`src/rtl/clk_pattern_sched.sv`:
```
// Multi-channel programmable clock/pulse scheduler with shadowed, glitch-free config updates.
// Optional build macro CLK_PATTERN_PERIOD_CNT_EN adds a per-channel 16-bit period_cnt output.
module clk_pattern_sched #(
  parameter int NCH = 2,
  parameter int CW  = 16,
  localparam int CHW = (NCH > 1) ? $clog2(NCH) : 1
) (
  input  logic             clk,
  input  logic             rst,
  input  logic [NCH-1:0]   en,
  input  logic             cfg_valid,
  output logic             cfg_ready,
  input  logic [CHW-1:0]   cfg_ch,
  input  logic [CW-1:0]    cfg_period,
  input  logic [CW-1:0]    cfg_ton,
  input  logic [CW-1:0]    cfg_phase,
  output logic             cfg_err,
  output logic [NCH-1:0]   clk_out,
  output logic [NCH-1:0]   active
`ifdef CLK_PATTERN_PERIOD_CNT_EN
  ,
  output logic [NCH*16-1:0] period_cnt
`endif
);

  typedef enum logic [1:0] {IDLE, PHASE, RUN} state_t;

  logic [NCH-1:0]        pending;
  logic [(1<<CHW)-1:0]   pend_ext;
  logic                  ch_ok;
  logic                  cfg_legal;
  logic                  cfg_fire;

  // Out-of-range channels read as not-pending so the request is taken and flagged as an error.
  always_comb begin
    pend_ext = '0;
    pend_ext[NCH-1:0] = pending;
  end

  assign ch_ok     = ({1'b0, cfg_ch} < (CHW+1)'(NCH));
  assign cfg_ready = !rst && !pend_ext[cfg_ch];
  assign cfg_legal = ch_ok && (cfg_period >= CW'(2));
  assign cfg_fire  = cfg_valid && cfg_ready;

  always_ff @(posedge clk) begin
    if (rst) cfg_err <= 1'b0;
    else     cfg_err <= cfg_fire && !cfg_legal;
  end

  for (genvar i = 0; i < NCH; i++) begin : g_ch
    state_t        state;
    logic [CW-1:0] cnt;
    logic [CW-1:0] sh_per, sh_ton, sh_ph;
    logic [CW-1:0] ac_per, ac_ton, ac_ph;
    logic [CW-1:0] next_ph;
    logic          pend, co, act, wr;

    assign wr         = cfg_fire && cfg_legal && (cfg_ch == CHW'(i));
    assign next_ph    = pend ? sh_ph : ac_ph;
    assign pending[i] = pend;
    assign clk_out[i] = co;
    assign active[i]  = act;

`ifdef CLK_PATTERN_PERIOD_CNT_EN
    logic [15:0] pcnt;
    assign period_cnt[16*i +: 16] = pcnt;
`endif

    // Shadow registers only reach the active set in IDLE or at a RUN period wrap.
    always_ff @(posedge clk) begin
      if (rst) begin
        state  <= IDLE;
        cnt    <= '0;
        co     <= 1'b0;
        act    <= 1'b0;
        pend   <= 1'b0;
        sh_per <= CW'(2);
        sh_ton <= CW'(1);
        sh_ph  <= '0;
        ac_per <= CW'(2);
        ac_ton <= CW'(1);
        ac_ph  <= '0;
`ifdef CLK_PATTERN_PERIOD_CNT_EN
        pcnt   <= '0;
`endif
      end else begin
        if (!en[i]) begin
          state <= IDLE;
          cnt   <= '0;
          co    <= 1'b0;
          act   <= 1'b0;
          if (state == IDLE && pend) begin
            ac_per <= sh_per;
            ac_ton <= sh_ton;
            ac_ph  <= sh_ph;
            pend   <= 1'b0;
          end
        end else begin
          case (state)
            IDLE: begin
              if (pend) begin
                ac_per <= sh_per;
                ac_ton <= sh_ton;
                ac_ph  <= sh_ph;
                pend   <= 1'b0;
              end
              cnt   <= '0;
              co    <= 1'b0;
              act   <= 1'b1;
              state <= (next_ph != '0) ? PHASE : RUN;
            end
            PHASE: begin
              co <= 1'b0;
              if (cnt == ac_ph - CW'(1)) begin
                cnt   <= '0;
                state <= RUN;
              end else begin
                cnt <= cnt + CW'(1);
              end
            end
            RUN: begin
              co <= (cnt < ac_ton);
              if (cnt == ac_per - CW'(1)) begin
                cnt <= '0;
`ifdef CLK_PATTERN_PERIOD_CNT_EN
                pcnt <= pcnt + 16'd1;
`endif
                if (pend) begin
                  ac_per <= sh_per;
                  ac_ton <= sh_ton;
                  ac_ph  <= sh_ph;
                  pend   <= 1'b0;
                end
              end else begin
                cnt <= cnt + CW'(1);
              end
            end
            default: state <= IDLE;
          endcase
        end
        if (wr) begin
          sh_per <= cfg_period;
          sh_ton <= cfg_ton;
          sh_ph  <= cfg_phase;
          pend   <= 1'b1;
        end
      end
    end
  end

endmodule

```
`config.mk`:
```
export PLATFORM = sky130hd
export DESIGN_NAME = clk_pattern_sched
export DESIGN_NICKNAME = d
export VERILOG_FILES = /design/src/rtl/clk_pattern_sched.sv
export SDC_FILE = /design/constraint.sdc
export NUM_CORES = 1
export LEC_CHECK = 0
export ABC_AREA = 1
export BUFFER_PORTS_ARGS = -buffer_cell sky130_fd_sc_hd__buf_4
export CORE_MARGIN = 1.5
export CORE_UTILIZATION = 40
export DETAILED_ROUTE_END_ITERATION = 8
export SLEW_MARGIN = 25
export SYNTH_ARGS = -nofsm -noshare
export SYNTH_HDL_FRONTEND = slang
export SYNTH_SLANG_ARGS = --single-unit
```
`constraint.sdc`:
```
create_clock -name clk -period 3.81 [get_ports clk]
set_clock_uncertainty 0.15 [all_clocks]
set_input_delay 0.762 -clock clk [delete_from_list [all_inputs] [get_ports clk]]
set_output_delay 0.762 -clock clk [all_outputs]
set_load 0.03 [all_outputs]
```
==> flow_summary.toml <==
[synth]
synth_xor_area_share_pct = 6.05
postSynthAreaPerCell_um2 = 6.56
synth-compound-area-share_pct = 9.78
yosysWarnings = 0
ys_ff_latch = 235
synth_top_family_by_area = "simple AND/OR/NAND/NOR gates"
netlist_area_um2 = 12800
syn-num-nets = 2042
yosysTopAreaCell = "dfxtp_1"
synthDominantCellAreaShare_pct = 36.9
synth_cell_types = 38
synth_fa_ha_area_share_pct = 4.32
synthSimpleGateAreaFrac_pct = 32.8
synthMuxAreaShare_pct = 0
synth_area_leaders = "dfxtp_1 (37%), nand2_1 (16%), nor2_1 (9.3%)"
yosysSeqAreaShare_pct = 36.9
syn_inst = 1944

[finish]
final_cell_mix = "nand2_1 (544), nor2_1 (316), dfxtp_1 (235)"
final_common_cell = "nand2_1"
area_growth_pct = 12.7
final_cells = 2377
finalNetCount = 2055
drive_gt1_share_pct = 7.04
fill_cells = 3211

[detailed_routing]
wl_um = 32900
ant_nets = 0
drtIter0Drc = 682
avgRoutedWirePerCell_um = 13.9
via_per_inst = 4.85
dr.pass1.iters = 5
remaining_drc_errors = 0
vias = 11500

[clock_tree]
cts-root-buf = "clkbuf_16"
cts.sinks = 235
tritoncts = "yes"
cts.clk_slew.worst_paths_ns = 0.06
post_cts_resized = 0
cts_buffers = 27
clkLatencyLatePin_ns = 0.53
cts_hold_buf = 0
htree_levels = 1
cts_setup_buffers = 0
clock_path_buffers = 3

[sta]
report.final.slew_viol_count = 0
min_period_over_period_pct = 81.9
min_period_ns = 3.12
worstMarginPinSlew_ns = 0.901
finalSetupViolations = 0
finalSetupTns_ns = 0
fmax_ghz = 0.320
hold_viol = 0
rsz0062_at_grt = "no"
max_slew_margin_pct = 39.9
timing.hold.ws_ns = 0.303

[critical_path]
cpMostUsedCell = "nor2_1"
crit_path_max_fanout = 58
cp-start-kind = "flip-flop"
required_ns = 4.08
end_kind = "flip-flop"
critPathKind = "reg -> reg"
crit_family = "simple AND/OR/NAND/NOR gates"
crit_chain = "inv_2 > ha_1 > nand3_1 > nor2_2 > nand3_1 > nand2_1 > inv_1 > nor2_1 > nand2_1 > nor2_1 > nand2_1 > nand3_2 > nand3_2 > buf_12 > nor2_1 > nor2_1"
cp.arrival_ns = 3.39
path_buf_inv = 3
cpPeakStageDelay_ns = 0.54
slowest_stage = "nand3_2"

[die]
start_util_pct = 40.5
die_area_um2 = 33000
die_w_um = 182
pin_count = 60
row_count = 65
dieHeight_um = 182
core_area_um2 = 31500

[place]
hpwl_um = 24400
io_buffers = 59
gp_congestion = 0.898
placed_cells = 2330

[job]
drv_cap = 0

[power_and_ir_drop]
ir_worst_vdd_v = 0.000291
p_leak_nw = 6.52
p_per_area_nw_per_um2 = 474

[grt]
grtUsageTotal_pct = 20.1
grt_max_degree = 104
gr-total-overflow = 0
grt_pass1_wl_um = 54800
grt_pass1_vias = 10700
antenna_found_initial = 1

[hold_path]
worst_hold_path_type = "reg -> reg"

[status]
outcome = "finished clean"
==> cells by family after synthesis <==
kind of cell / count (synthesis)
AND/OR/NAND/NOR: 1025
buffers and inverters: 313
AO/OA/AOI/OAI: 242
flip-flops: 235
XOR/XNOR: 85
adder cells (fa/ha/maj): 44
==> report_power, final <==
group | internal (W) | total, W | switching, W
combinational | 0.000476 | 0.00133 | 0.000853
sequential | 0.00261 | 0.00272 | 0.000118
clock | 0.00173 | 0.00275 | 0.00103
==> layout make-up <==
| type | count | area (um^2) | area share [%] |
|---|---|---|---|
| multi-input combinational | 1396 | 6760 | 47.0 |
| sequential | 235 | 4700 | 32.7 |
| inverter | 220 | 828 | 5.77 |
| clock buffer | 37 | 763 | 5.31 |
| timing repair buffer | 77 | 628 | 4.37 |
| tap | 402 | 503 | 3.50 |
| clock inverter | 9 | 178 | 1.24 |
| antenna | 1 | 2.50 | 0.0174 |
==> worst register-to-register path, delay by kind of cell, from the launching register on <==
| family | cells | cell delay (ns) |
|---|---|---|
| buffers and inverters | 3 | 0.56 |
| adders and majority gates | 1 | 0.22 |
| and+or+nand+nor | 12 | 1.78 |
| DFF | 1 | 0.32 |
==> flip-flops by register name, summed over array words and instances (netlist names) <==
signal,count
cfg_err,1
g_ch.sh_per,32
g_ch.sh_ph,32
g_ch.act,2
g_ch.sh_ton,32
g_ch.pend,2
g_ch.state,4
g_ch.co,2
g_ch.ac_ph,32
g_ch.ac_ton,32
g_ch.cnt,32
g_ch.ac_per,32
==> synthesized netlist by cell type, drive strengths merged <==
| master | instances |
|---|---|
| and2 | 1 |
| nor3b | 3 |
| nor4 | 12 |
| or2 | 1 |
| o21ai | 68 |
| nand4 | 22 |
| xnor3 | 2 |
| o31ai | 4 |
| a211oi | 1 |
| a21o | 1 |
| xor2 | 55 |
| a2111oi | 2 |
| ha | 44 |
| o21bai | 3 |
| o22ai | 1 |
| nor2 | 325 |
| nand3 | 81 |
| o211ai | 2 |
| buf | 34 |
| clkbuf | 59 |
| nor3 | 20 |
| a21oi | 160 |
| clkinv | 3 |
| inv | 217 |
| nand2 | 548 |
| nand3b | 12 |
| xnor2 | 28 |
| dfxtp | 235 |
==> path summary, 6_finish.rpt <==
| kind | start | to | slack, ns | cells after the start |
|---|---|---|---|---|
| setup / recovery | g_ch[1].ac_per[0] | g_ch[1].ac_ton[6] | 0.69 | 16 |
| hold / removal | g_ch[0].sh_ton[14] | g_ch[0].sh_ton[14] | 0.30 | 2 |
| setup reg to reg | g_ch[1].ac_per[0] | g_ch[1].ac_ton[6] | 0.69 | 16 |
| hold reg to reg | g_ch[0].sh_ton[14] | g_ch[0].sh_ton[14] | 0.30 | 2 |
==> per-stage QoR <==
stage	util (%)	setup WS, ns	cell area, um^2	total power [W]
2_1_floorplan	-	0.833	12800	0.00379
3_3_place_gp	42.6	0.829	13400	0.00408
3_5_place_dp	42.6	0.706	13400	0.00410
4_1_cts	45.6	0.678	14400	0.00687
5_1_grt	45.6	0.326	14400	0.00719
6_report	45.6	0.689	14400	0.00681
==> metal layers <==
layer	wire length, um	vias up	track usage (%)
li1	-	6084	-
met1	15300	5215	26.5
met2	15600	181	34.6
met3	1260	53	2.27
met4	856	0	6.03
met5	0	-	0
Power figures use the tool's default switching activity.
